`src/rtl/btn_event_if.sv`:
```
// rtl/btn_event_if.sv - button-level input and event-pulse outputs of btn_event
interface btn_event_if;
    logic       btn;
    logic       short_p;
    logic       long_p;
    logic       dbl_p;
    logic       rep_p;
    logic [7:0] ev_cnt;

    modport master (
        output btn,
        input  short_p,
        input  long_p,
        input  dbl_p,
        input  rep_p,
        input  ev_cnt
    );

    modport slave (
        input  btn,
        output short_p,
        output long_p,
        output dbl_p,
        output rep_p,
        output ev_cnt
    );
endinterface

```
`src/rtl/btn_event.sv`:
```
// rtl/btn_event.sv - classifies a clean button level into short/long/double(/repeat) pulses
// Optional auto-repeat while held long: define BTN_REPEAT_EN.
module btn_event #(
    parameter int LONG_CYC = 8,
    parameter int DBL_GAP  = 6,
    parameter int REP_CYC  = 4,
    parameter int CNT_W    = 8
) (
    input  logic      clk,
    input  logic      rst,
    btn_event_if.slave bus
);

    if (LONG_CYC < 2 || DBL_GAP < 1 || REP_CYC < 1 ||
        LONG_CYC > (2**CNT_W - 1) || DBL_GAP > (2**CNT_W - 1) ||
        REP_CYC > (2**CNT_W - 1)) begin : g_bad_params
        $error("btn_event: parameter out of range");
    end

    typedef enum logic [2:0] {
        IDLE,
        PRESS,
        GAP,
        LONG,
        WAIT_REL
    } state_t;

    // Thresholds compare against the count already held, so the deciding
    // sample is the LONG_CYC-th high / DBL_GAP-th low one.
    localparam logic [CNT_W-1:0] HOLD_LAST = CNT_W'(LONG_CYC - 1);
    localparam logic [CNT_W-1:0] GAP_LAST  = CNT_W'(DBL_GAP - 1);
    localparam logic [CNT_W-1:0] ONE       = CNT_W'(1);

    state_t           state_q,  state_d;
    logic [CNT_W-1:0] hold_q,   hold_d;
    logic [CNT_W-1:0] gap_q,    gap_d;
    logic             short_q,  short_d;
    logic             long_q,   long_d;
    logic             dbl_q,    dbl_d;
    logic             rep_q,    rep_d;
    logic [7:0]       ev_cnt_q, ev_cnt_d;
    logic             any_pulse;

`ifdef BTN_REPEAT_EN
    localparam logic [CNT_W-1:0] REP_LAST = CNT_W'(REP_CYC - 1);
    logic [CNT_W-1:0] rcnt_q, rcnt_d;
`endif

    always_comb begin
        state_d = state_q;
        hold_d  = hold_q;
        gap_d   = gap_q;
        short_d = 1'b0;
        long_d  = 1'b0;
        dbl_d   = 1'b0;
        rep_d   = 1'b0;
`ifdef BTN_REPEAT_EN
        rcnt_d  = rcnt_q;
`endif
        case (state_q)
            IDLE: begin
                if (bus.btn) begin
                    state_d = PRESS;
                    hold_d  = ONE;
                end
            end
            PRESS: begin
                if (bus.btn) begin
                    if (hold_q == HOLD_LAST) begin
                        state_d = LONG;
                        long_d  = 1'b1;
`ifdef BTN_REPEAT_EN
                        rcnt_d  = '0;
`endif
                    end else begin
                        hold_d = hold_q + ONE;
                    end
                end else if (DBL_GAP == 1) begin
                    state_d = IDLE;
                    short_d = 1'b1;
                end else begin
                    state_d = GAP;
                    gap_d   = ONE;
                end
            end
            GAP: begin
                if (bus.btn) begin
                    state_d = WAIT_REL;
                    dbl_d   = 1'b1;
                end else if (gap_q == GAP_LAST) begin
                    state_d = IDLE;
                    short_d = 1'b1;
                end else begin
                    gap_d = gap_q + ONE;
                end
            end
            LONG: begin
                if (!bus.btn) begin
                    state_d = IDLE;
                end else begin
`ifdef BTN_REPEAT_EN
                    if (rcnt_q == REP_LAST) begin
                        rep_d  = 1'b1;
                        rcnt_d = '0;
                    end else begin
                        rcnt_d = rcnt_q + ONE;
                    end
`endif
                end
            end
            WAIT_REL: begin
                if (!bus.btn) begin
                    state_d = IDLE;
                end
            end
            default: state_d = WAIT_REL;
        endcase
        any_pulse = short_d | long_d | dbl_d | rep_d;
        ev_cnt_d  = ev_cnt_q + {7'b0, any_pulse};
    end

    always_ff @(posedge clk or negedge rst) begin
        if (!rst) begin
            state_q  <= WAIT_REL;
            hold_q   <= '0;
            gap_q    <= '0;
            short_q  <= 1'b0;
            long_q   <= 1'b0;
            dbl_q    <= 1'b0;
            rep_q    <= 1'b0;
            ev_cnt_q <= 8'd0;
`ifdef BTN_REPEAT_EN
            rcnt_q   <= '0;
`endif
        end else begin
            state_q  <= state_d;
            hold_q   <= hold_d;
            gap_q    <= gap_d;
            short_q  <= short_d;
            long_q   <= long_d;
            dbl_q    <= dbl_d;
            rep_q    <= rep_d;
            ev_cnt_q <= ev_cnt_d;
`ifdef BTN_REPEAT_EN
            rcnt_q   <= rcnt_d;
`endif
        end
    end

    assign bus.short_p = short_q;
    assign bus.long_p  = long_q;
    assign bus.dbl_p   = dbl_q;
    assign bus.rep_p   = rep_q;
    assign bus.ev_cnt  = ev_cnt_q;

endmodule

```
`src/flat_wrapper.sv`:
```
// flat-port wrapper written by rule: the top's interface ports become plain ports
module btn_event_flat 
#(
    parameter int LONG_CYC = 8,
    parameter int DBL_GAP  = 6,
    parameter int REP_CYC  = 4,
    parameter int CNT_W    = 8
)
  (clk, rst, bus_btn, bus_short_p, bus_long_p, bus_dbl_p, bus_rep_p, bus_ev_cnt);
  btn_event_if bus_i ();
  input  logic clk;
  input  logic rst;
  input wire logic [$bits(bus_i.btn)-1:0] bus_btn;
  output wire logic [$bits(bus_i.short_p)-1:0] bus_short_p;
  output wire logic [$bits(bus_i.long_p)-1:0] bus_long_p;
  output wire logic [$bits(bus_i.dbl_p)-1:0] bus_dbl_p;
  output wire logic [$bits(bus_i.rep_p)-1:0] bus_rep_p;
  output wire logic [$bits(bus_i.ev_cnt)-1:0] bus_ev_cnt;
  assign bus_i.btn = bus_btn;
  assign bus_short_p = bus_i.short_p;
  assign bus_long_p = bus_i.long_p;
  assign bus_dbl_p = bus_i.dbl_p;
  assign bus_rep_p = bus_i.rep_p;
  assign bus_ev_cnt = bus_i.ev_cnt;
  btn_event #(.LONG_CYC(LONG_CYC), .DBL_GAP(DBL_GAP), .REP_CYC(REP_CYC), .CNT_W(CNT_W)) u_core (.clk(clk), .rst(rst), .bus(bus_i));
endmodule
```
`config.mk`:
```
export PLATFORM = sky130hd
export DESIGN_NAME = btn_event_flat
export DESIGN_NICKNAME = d
export VERILOG_FILES = /design/src/rtl/btn_event_if.sv /design/src/rtl/btn_event.sv /design/src/flat_wrapper.sv
export SDC_FILE = /design/constraint.sdc
export NUM_CORES = 1
export LEC_CHECK = 0
export CORE_MARGIN = 1.5
export CORE_UTILIZATION = 56
export DETAILED_ROUTE_END_ITERATION = 10
export GPL_ROUTABILITY_DRIVEN = 0
export GPL_TIMING_DRIVEN = 0
export PLACE_DENSITY = 0.77
export SYNTH_ARGS = -nofsm -noshare
export SYNTH_HDL_FRONTEND = slang
export SYNTH_SLANG_ARGS = --single-unit
```
`constraint.sdc`:
```
create_clock -name clk -period 2.88 [get_ports clk]
set_input_delay 0.576 -clock clk [delete_from_list [all_inputs] [get_ports clk]]
set_output_delay 0.576 -clock clk [all_outputs]
set_load 0.05 [all_outputs]
```
Yosys cells after proc, flatten, opt, wreduce, memory -nomap -nowiden
Cells that the tools add are included.
Cells by class
  add/sub/neg operators: 3
  multipliers: 0
  div/mod/pow operators: 0
  magnitude comparators: 0
  equal/unequal tests: 15
  shift operators: 0
  multiplexer cells: 23
  bitwise gates (word level): 2
  reduce and logical (&&, ||, !) cells: 7
Operators by type and width (count)
  2-to-1 mux 8 bit: 6
  case mux 8 bit (2 select lines): 2
  2-to-1 mux 3 bit: 6
  adder 8 x 1 -> 8 bit, second input constant: 2
  == test 8 x 3 -> 1 bit, second input constant: 2
  inequality test 2 bit, second input constant: 7
  case mux 3 bit (4 select lines): 1
  AND reduction 4 bit: 3
  adder 8 x 1 -> 8 bit: 1
  2-to-1 mux 1 bit: 8
  == test 3 x 2 -> 1 bit, second input constant: 2
  inequality test 3 x 2 -> 1 bit, second input constant: 2
  nonzero test 2 bit: 2
  == test 3 x 1 -> 1 bit, second input constant: 1
  == test 3 bit, second input constant: 1
  zero test 3 bit: 1
  bitwise OR 1 bit: 2
  OR reduction 2 bit: 1
Storage, ports and cells
  flip-flop bits (word level): 30
  latch bits: 0
  RAM bits: 0
  bits in read-only memories: 0
  input port bits: 3
  output and inout bits: 12
  logic and storage cells: 57
  memories kept: 0

Longest topological paths before layout
Gate-level depths: netlist of run 1.
  depth in word-level cells: 7
  depth in mapped cells: 10
  mapped depth without buffers: 10

Worst setup path after synthesis of run 1
OpenSTA, ideal clock, no wires.
  path type: reg-to-reg
  start point: register u_core.hold_q[0]
  end point: register u_core.ev_cnt_q[6], in the netlist u_core.bus.ev_cnt[6]
  setup time: 0.141 ns
  arrival: 2.034 ns
  data required time: 2.739 ns
  slack: 0.704 ns
  stages on the path, launching flop included: 11
  path buffers: 0
  clock period less this slack: 2.176 ns
  cell sequence: dfrtp_1 > ha_1 > and4bb_2 > nand2_1 > o21ba_2 > o22ai_1 > ha_1 > ha_1 > and3_1 > nand3_1 > xnor2_1
Between the ends
  word-level cells in the longest chain between the ends: 7
Ends and longest elaborated chain
  start: declaration: RTL line btn_event.sv:35  | logic [CNT_W-1:0] hold_q, hold_d;
  start signal: assignment: RTL line btn_event.sv:137  | hold_q <= hold_d;
  == test 8 x 3 -> 1 bit: RTL line btn_event.sv:69  | if (hold_q == HOLD_LAST) begin
  2-to-1 mux 1 bit: RTL line btn_event.sv:69
  2-to-1 mux 1 bit: RTL line btn_event.sv:68  | if (bus.btn) begin
  2-to-1 mux 1 bit: RTL line btn_event.sv:60  | case (state_q)
  bitwise OR 1 bit (2 in series): RTL line btn_event.sv:118  | any_pulse = short_d | long_d | dbl_d | rep_d;
  adder 8 x 1 -> 8 bit: RTL line btn_event.sv:119  | ev_cnt_d = ev_cnt_q + {7'b0, any_pulse};
  via u_core.ev_cnt_d[6]: RTL line btn_event.sv:41  | logic [7:0] ev_cnt_q, ev_cnt_d;
  end signal: assignment: RTL line btn_event.sv:143  | ev_cnt_q <= ev_cnt_d;
  end: declaration: RTL line btn_event.sv:41
The timed path passes the listed nets, and every way through them passes these cells.
A chain may end at the register's enable or synchronous reset.

Final worst setup path of run 1
  start point: register u_core.gap_q[1]
  end point: register u_core.ev_cnt_q[6], in the netlist u_core.bus.ev_cnt[6]
Between the ends
  word-level cells in the longest chain between the ends: 7
Ends and longest elaborated chain
  start: declaration: RTL line btn_event.sv:36  | logic [CNT_W-1:0] gap_q, gap_d;
  start signal: assignment: RTL line btn_event.sv:138  | gap_q <= gap_d;
  == test 8 x 3 -> 1 bit: RTL line btn_event.sv:90  | end else if (gap_q == GAP_LAST) begin
  2-to-1 mux 1 bit: RTL line btn_event.sv:90
  2-to-1 mux 1 bit: RTL line btn_event.sv:87  | if (bus.btn) begin
  2-to-1 mux 1 bit: RTL line btn_event.sv:60
  bitwise OR 1 bit (2 in series): RTL line btn_event.sv:118
  adder 8 x 1 -> 8 bit: RTL line btn_event.sv:119
  via u_core.ev_cnt_d[6]: RTL line btn_event.sv:41
The timed path passes the listed nets, and every way through them passes these cells.

==> flow_summary.ini, run 1 <==
[timing]
tns_ps = 0
fmax_ghz = 0.408
fin_skew_ps = 5.93
drv_slew = 0
tightest_slew_ps = 651
period_share_pct = 85.1
finalCriticalPeriod_ps = 2450
hold_ws_ps = 265
finalHoldViolCount = 0
slew-limit-headroom_pct = 56.6
rsz0062_at_grt = no
finalSetupViolCount = 0

[placement]
place.detailed.hpwl_um = 2250
port_buffers = 12
dp_cells = 195
dpl_cell_area_um2 = 1740

[worst_setup_path]
critPathMaxFanout = 4
cp-start-kind = flip-flop
required_ps = 3100
crit_type = reg2reg
crit_path_end_kind = flip-flop
worstPathArrival_ps = 2670

[detailed_routing]
drt-initial-drc-count = 30
vias = 1224
drt_wl_total_um = 3070
wire_per_inst_um = 15.1
vias_per_cell = 6.03
drtPass1Iterations = 4
drc = 0
drtAntennaViolNets = 0

[synth]
synth_nets = 160
synth_top_family_by_area = simple AND/OR/NAND/NOR gates
synth_top_area_share_pct = 46.0
seq_area_frac_synth_pct = 47.7
synth_fa_ha_area_share_pct = 3.97
yosys.area.top_type = dfrtp_1
yosysUniqueCellTypes = 45
synth_edf_count = 0
syn-instance-count = 152
synth_area_um2 = 1580
synthSimpleGateAreaFrac_pct = 23.2
synthMuxAreaShare_pct = 1.27
ys.flop_type = dfrtp_1
ys.warnings.count = 0
synth_compound_area_share_pct = 17.4
synth_xor_xnor_area_share_pct = 3.33
async_reset_ff_share_pct = 100
synth.area.top_cells = dfrtp_1 46%, ha_1 4.0%, o21ai_0 3.8%, nand2_1 3.6%, and3_1 3.2%
avgSynthCellArea_um2 = 10.4
ys_seq_elements = 30

[global_routing]
met1_usage_pct = 25.0
top_usage_layer = met2
grt-ovfl-total = 0
globalRouteMet3Util_pct = 6.28
grt_usage_pct = 22.3
antenna_found_initial = 0
grt_pass1_vias = 1234
grt_max_degree = 31
grt_pass1_wl_um = 5330
met2_usage_pct = 39.0

[cts]
clock_latency_ps = 330
cts_setup_buffers = 0
holdBufCountCts = 0
root_buffer = clkbuf_4
cts_buffers = 5
cts_tree = built
clock_path_buffers = 2
clock-sinks = 30
ctsResizeCount = 0
h-tree-depth = 2
clkSlewWorstSetupHoldPaths_ps = 90

[cells_and_area]
fin_area_um2 = 1790
final_util_pct = 66.1
n_fill_cell = 220
fin_cells = 203
finalNetCount = 179
n_antenna_cell = 0
drive_gt1_share_pct = 12.8
syn_to_final_growth_pct = 13.6

[floorplanning]
die_y_um = 56.1
die_area_um2 = 3140
chipWidth_um = 56.1
io-pin-count = 15
initial_core_util_pct = 58.2
core_um2 = 2710
rows = 19

[power_and_ir_drop]
leakagePower_nw = 0.816
power_density_nw_per_um2 = 794
vdd_drop_max_mv = 0.542

[run]
drv.max_cap_violation_count = 0

[run_status]
status = complete, no violations

[hold_path]
holdCritPathClass = in2async
==> sequential cells by signal, indices dropped and copies added (netlist names) <==
name                flops
u_core.bus.ev_cnt       8
u_core.state_q          3
u_core.hold_q           8
u_core.bus.dbl_p        1
u_core.bus.short_p      1
u_core.gap_q            8
u_core.bus.long_p       1
==> layout by cell type, fill, tap and decap left out, types with 2 or more instances in the layout <==
master,Yosys,layout
a21o_1,2,2
dfrtp_1,29,29
and4_1,3,3
and3_1,8,8
buf_4,2,2
a21oi_1,6,6
clkbuf_1,1,2
inv_1,3,3
nand3_1,7,7
o21ai_0,12,12
mux2i_1,2,2
or3b_1,2,2
nor2_1,10,10
clkbuf_4,0,5
xor2_1,2,2
buf_2,1,2
nand2_1,15,15
a211o_1,2,2
clkdlybuf4s50_1,0,11
ha_1,5,5
xnor2_1,4,4
nor3_1,3,3
nand2b_1,5,5
o21ba_2,2,2
a31oi_1,4,4
==> cell families (layout without fill, tap and decap cells) <==
kind of cell    after synthesis  count (layout)
flops                        30              30
buf+inv                       8              28
mux                           2               2
other cells                   1               1
compound gates               38              38
fa+ha+maj                     5               5
simple gates                 62              62
xor+xnor                      6               6
==> metal layers <==
layer	share of wire, %	up-vias
met5	0	-
met4	2.1	0
met3	3.7	7
met2	52	23
met1	42	601
li1	-	593
==> cell type report <==
class	instances	area, um2	area share (%)
timing repair buffer	12	115	6.42
clock buffer	7	55.1	3.07
buffer	5	35.0	1.96
multi-input combinational	114	779	43.5
tap	31	38.8	2.16
sequential	30	752	42.0
clock inverter	1	5.00	0.279
inverter	3	11.3	0.628
==> where the power goes <==
part / switching (W) / internal, W / leakage (nW)
Combinational: 0.000328 / 0.000220 / 0.383
Clock: 0.000140 / 0.000118 / 0.0353
Sequential: 0.000103 / 0.000513 / 0.398
Total: 0.000571 / 0.000851 / 0.816
==> worst paths after layout <==
| path | startpoint | to | slack, ps | cells past startpoint |
|---|---|---|---|---|
| hold / removal | rst | u_core.hold_q[7] | 260 | 1 |
| setup reg to reg | u_core.gap_q[1] | u_core.bus.ev_cnt[6] | 430 | 10 |
| hold reg to reg | u_core.bus.ev_cnt[7] | u_core.bus.ev_cnt[7] | 480 | 1 |
| setup / recovery | u_core.gap_q[1] | u_core.bus.ev_cnt[6] | 430 | 10 |
| min in group clk | u_core.bus.ev_cnt[7] | u_core.bus.ev_cnt[7] | 480 | 1 |
| max in group asynchronous | rst | u_core.bus.ev_cnt[0] | 2190 | 1 |
==> metrics by stage <==
stage	setup WS (ps)	power (W)
floorplan	704	0.00101
global placement	554	0.00114
detailed placement	442	0.00117
CTS	427	0.00143
global route	278	0.00152
finish	429	0.00142
==> cell usage after synthesis (all sizes together), types with 2 or more instances <==
| cell | count |
|---|---|
| xnor2 | 4 |
| o21ai | 12 |
| a31oi | 4 |
| a211o | 2 |
| buf | 4 |
| nor3 | 3 |
| nand3 | 7 |
| a21oi | 6 |
| inv | 3 |
| nor4b | 2 |
| nor2 | 10 |
| o21ba | 2 |
| a21o | 2 |
| ha | 5 |
| or3b | 2 |
| and4 | 3 |
| nand2 | 15 |
| nand2b | 6 |
| and3 | 8 |
| mux2i | 2 |
| dfrtp | 29 |
| xor2 | 2 |
==> worst max-delay path: stages, from the launching register on <==
cell and delay [ps]:
dfrtp_1 410, inv_1 70, ha_1 150, nor4b_1 480
nand2_1 160, o22ai_1 230, ha_1 230, ha_1 190
and3_1 190, nand3_1 100, xnor2_1 130
(Power assumes the default switching activity.)
==> run 2: changes to the inputs <==
- CORE_UTILIZATION: 56 -> 35
- PLACE_DENSITY: 0.77 -> 0.52
==> run 2 against run 1 <==
Compared with the run above: critical path depth unchanged; count of clock-buffer cells in the layout down 1; clock skew about the same; hold slack better by 65 ps; clock power up 38%; wire length up 2.0%; core utilization down 24 points; flip-flop and latch count unchanged; final area up 3.4%; largest power group unchanged; critical endpoint unchanged; via count down 0.33%; highest routed layer unchanged; sequential share of layout area down 1.4 points; cell count up 10%.
==> flow_summary.ini, run 2 (same netlist as run 1, synthesis figures left out) <==
[run_status]
status = complete, no violations

[placement]
port_buffers = 12
dpl_cell_area_um2 = 1760
place.detailed.hpwl_um = 2200

[worst_setup_path]
max_stage_delay_ps = 430
crit_buf_inv = 0
critPathMaxFanout = 6
rr_worst_depth = 10
crit_type = reg2reg
crit_family = simple AND/OR/NAND/NOR gates
slowest_stage = dfrtp_1
r2r-start = u_core.hold_q[0]
reg2reg_slack_ps = 450
cp_cell_sequence = ha_1 -> and4bb_2 -> nand2_1 -> o21ba_2 -> o22ai_1 -> ha_1 -> ha_1 -> and3_1 -> nand3_1 -> xnor2_1
worstPathArrival_ps = 2590
crit_path_start = u_core.hold_q[0]
required_ps = 3050
crit_path_frequent_cell = ha_1
critPathCapture = u_core.bus.ev_cnt[6]
worstReg2RegEnd = u_core.bus.ev_cnt[6]
path_depth = 10
cp-start-kind = flip-flop
crit_path_end_kind = flip-flop

[cts]
clock-sinks = 30
cts_setup_buffers = 0
h-tree-depth = 2
clock_path_buffers = 2
root_buffer = clkbuf_8
clock_latency_ps = 280
ctsResizeCount = 0
holdBufCountCts = 0
cts_buffers = 5
cts_tree = built
clkSlewWorstSetupHoldPaths_ps = 70

[timing]
tightest_slew_ps = 684
hold_ws_ps = 330
period_share_pct = 84.3
finalSetupViolCount = 0
finalCriticalPeriod_ps = 2430
tns_ps = 0
drv_slew = 0
fin_skew_ps = 5.89
finalHoldViolCount = 0
fmax_ghz = 0.412
rsz0062_at_grt = no
slew-limit-headroom_pct = 54.4

[power_and_ir_drop]
clkPwrFrac_pct = 23.5
p_int_w = 0.000926
combPwrFrac_pct = 35.9
leakagePower_nw = 0.828
netSwitchingFraction_pct = 38.8
vdd_drop_max_mv = 0.364
p_switching_w = 0.000589
power_density_nw_per_um2 = 818
pwr-share-seq_pct = 40.7

[cells_and_area]
drive_gt1_share_pct = 13.4
finalNetCount = 179
final_common_cell = dfrtp_1
n_antenna_cell = 0
fin_area_um2 = 1850
syn_to_final_growth_pct = 17.4
final_cell_mix = 29 x dfrtp_1, 15 x nand2_1, 12 x o21ai_0

[floorplanning]
core_um2 = 4350
die_y_um = 70.1
chipWidth_um = 70.1
io-pin-count = 15
rows = 24
die_area_um2 = 4920
initial_core_util_pct = 36.2

[global_routing]
grt_pass1_wl_um = 5510
grt_max_degree = 31
top_usage_layer = met2
met1_usage_pct = 18.5
grt_usage_pct = 14.3
globalRouteMet3Util_pct = 4.76
grt_pass1_vias = 1198
antenna_found_initial = 0
grt-ovfl-total = 0
met2_usage_pct = 22.1

[run]
drv.max_cap_violation_count = 0

[detailed_routing]
drt_wl_total_um = 3130
drt-initial-drc-count = 56
wire_per_inst_um = 14.0
vias = 1220
drtAntennaViolNets = 0
drtPass1Iterations = 4
drc = 0
vias_per_cell = 5.45

[hold_path]
holdCritPathClass = in2async
[run 2: layout make-up]
type,instances,area (um2)
fillers,441,2500
multi-input cells,114,779
well taps,52,65.1
flip-flops and latches,30,752
clock inverters,2,12.5
repair buffers,12,115
inverters,3,11.3
clock buffers,6,82.6
plain buffers,5,35.0
[run 2: power groups by stage]
stage | Clock (W) | Combinational (W) | Sequential (W)
4_1_cts | 0.000375 | 0.000550 | 0.000615
5_1_grt | 0.000395 | 0.000596 | 0.000635
2_1_floorplan | 0 | 0.000310 | 0.000696
3_3_place_gp | 0 | 0.000538 | 0.000615
6_report | 0.000356 | 0.000543 | 0.000616
3_5_place_dp | 0 | 0.000548 | 0.000623
[run 2: routing by layer]
layer  vias to the layer above  share of wire [%]
met3                         5                4.8
met1                       595                 48
li1                        591                  -
met5                         -                  0
met2                        29                 45
met4                         0                1.8
[run 2: worst min path at each step]
| stage | end | slack (ps) | cells past startpoint |
|---|---|---|---|
| 6_report | u_core.gap_q[1] | 330 | 1 |
| 5_1_grt | u_core.hold_q[2] | 380 | 1 |
| 4_1_cts | u_core.bus.ev_cnt[7] | 500 | 1 |
| 3_5_place_dp | u_core.bus.ev_cnt[7] | 490 | 1 |
| 3_3_place_gp | u_core.bus.ev_cnt[7] | 460 | 1 |
| 2_1_floorplan | u_core.bus.dbl_p | 280 | 0 |
[run 2: worst reg2reg max path: stages (launching register included)]
cell and delay [ps]:
dfrtp_1 430, ha_1 240, and4bb_2 280, nand2_1 90, o21ba_2 230, o22ai_1 190
ha_1 230, ha_1 180, and3_1 190, nand3_1 100, xnor2_1 140
[run 2: stage by stage]
step                      util (%)  std cells  worst slack [ps]  total power, W
final                         42.6        224               451         0.00152
after global routing          42.6        224               255         0.00163
after CTS                     42.7        224               464         0.00154
after detailed placement      40.5        216               494         0.00117
after global placement        40.5        216               512         0.00115
after floorplan                  -        152               704         0.00101
==> run 3: changes to the inputs <==
- PLACE_DENSITY: 0.52 -> 0.54
- clock period: 2.88 -> 2.15 ns (I/O delays scaled with it)
==> run 3 against run 2 <==
Compared with the run above: cell count is 3.1% higher; clock skew hardly changed; clock power is 52% higher; register-to-register slack worse by 360 ps; first-iteration DRC count is 30% higher; largest cell class unchanged; sequential share of layout area is 3.6 points lower; final area is 9.6% higher; combinational power is 56% higher; flip-flop and latch count stayed put; count of clock-buffer cells in the layout is 2 higher; maximum frequency is 18% higher.
==> flow_summary.ini, run 3 (same netlist as run 1, synthesis figures left out) <==
[global_routing]
antenna_found_initial = 0
grt_max_degree = 31
grt-ovfl-total = 0
grt_pass1_vias = 1191
grt_pass1_wl_um = 5730
grt_usage_pct = 14.6

[power_and_ir_drop]
leakagePower_nw = 0.901
vdd_drop_max_mv = 0.306
power_density_nw_per_um2 = 1090
totalPowerFinal_w = 0.00222

[floorplanning]
rows = 24
io-pin-count = 15
initial_core_util_pct = 36.2
core_um2 = 4350
die_y_um = 70.1
chipWidth_um = 70.1
die_area_um2 = 4920

[cts]
h-tree-depth = 2
clock-sinks = 30
clock_path_buffers = 2
clock_latency_ps = 280
cts_buffers = 5
holdBufCountCts = 0
clkSlewWorstSetupHoldPaths_ps = 70
cts_tree = built
root_buffer = clkbuf_8

[timing]
slew-limit-headroom_pct = 53.6
finalHoldViolCount = 0
hold_ws_ps = 195
drv_slew = 0
finalCriticalPeriod_ps = 2060
fin_skew_ps = 5.66
tightest_slew_ps = 696
postLayoutSetupSlackWorst_ps = 93.7
period_share_pct = 95.6
finalSetupViolCount = 0
fmax_ghz = 0.486
tns_ps = 0

[worst_setup_path]
crit_type = reg2reg
required_ps = 2320
cp-start-kind = flip-flop
crit_path_start = u_core.hold_q[0]
critPathMaxFanout = 3
worstPathArrival_ps = 2220
crit_path_end_kind = flip-flop
r2r-start = u_core.hold_q[0]

[detailed_routing]
dr.max_layer_used = met4
drt_wl_total_um = 3190
wl_met1_um = 1590
drtPass1Iterations = 4
drtAntennaViolNets = 0
vias = 1221
wl_met2_um = 1460
drt-initial-drc-count = 73
drc = 0
dr_wl_met3_um = 114
vias_per_cell = 5.29
wire_per_inst_um = 13.8

[run]
drv.max_cap_violation_count = 0

[placement]
port_buffers = 12
place_ws_ps = -176
dp_cells = 216
place.detailed.hpwl_um = 2160

[cells_and_area]
n_antenna_cell = 0
finalNetCount = 186
final_cell_mix = 29 x dfrtp_1, 13 x nand2_1, 12 x o21ai_0
fin_cells = 231
drive_gt1_share_pct = 24.0
final_common_cell = dfrtp_1
syn_to_final_growth_pct = 28.7

[run_status]
status = complete, no violations

[hold_path]
holdCritPathClass = in2async
==> run 3: cell count changes in the layout (fill, tap and decap cells not counted), moves of 2 or more <==
cell	previous run	this run
buf_4	2	10
clkbuf_8	6	8
ha_1	5	2
ha_4	0	2
nand2_1	15	13
nand2_2	0	2
==> run 3: through the flow <==
stage / cell area, um2 / utilization, %
finish: 2030 / 46.6
global route: 2030 / 46.6
CTS: 1950 / 44.8
detailed placement: 1790 / 41.1
global placement: 1790 / 41.1
floorplan: 1610 / -
==> run 3: area by class of cell <==
cell class	instances	area [um2]
repair buffers	20	175
inverters	3	11.3
multi-input cells	114	886
clock buffers	8	110
flip-flops and latches	30	752
fillers	401	2320
well taps	52	65.1
plain buffers	4	31.3
==> run 3: path summary, 6_finish.rpt <==
kind                                             end  slack [ps]  depth (start not counted)
worst min-delay path                 u_core.gap_q[3]         190                          1
worst min register to register  u_core.bus.ev_cnt[7]         480                          1
worst max register to register  u_core.bus.ev_cnt[6]          90                         10
worst max-delay path            u_core.bus.ev_cnt[6]          90                         10
max in group asynchronous            u_core.gap_q[4]        1510                          1
min in group clk                   u_core.state_q[2]         410                          3
==> run 3: what timing repair did <==
action | CTS | global route
setup buffers | 4 | 4
resized for setup | 4 | 9
pin swaps | 1 | 3
endpoints found under the setup margin | 4 | 3
==> run 3: per-layer routing <==
layer | up-vias | GRT usage, %
met2 | 19 | 22.3
met1 | 591 | 20.3
met3 | 4 | 4.04
li1 | 607 | -
met5 | - | 0
met4 | 0 | 4.49
==> run 3: where the power goes <==
group / switching, W / leakage [nW] / internal (W)
combinational: 0.000474 / 0.445 / 0.000371
clock: 0.000218 / 0.0575 / 0.000323
sequential: 0.000141 / 0.398 / 0.000688
==> run 3: critical path: stages, from the launching register on <==
cell and delay, ps:
dfrtp_1 370, ha_2 180, and4bb_2 240, nand2_2 60
o21ba_4 210, o22ai_4 170, ha_4 180, ha_4 130
and3_4 190, nand3_4 80, xnor2_2 140
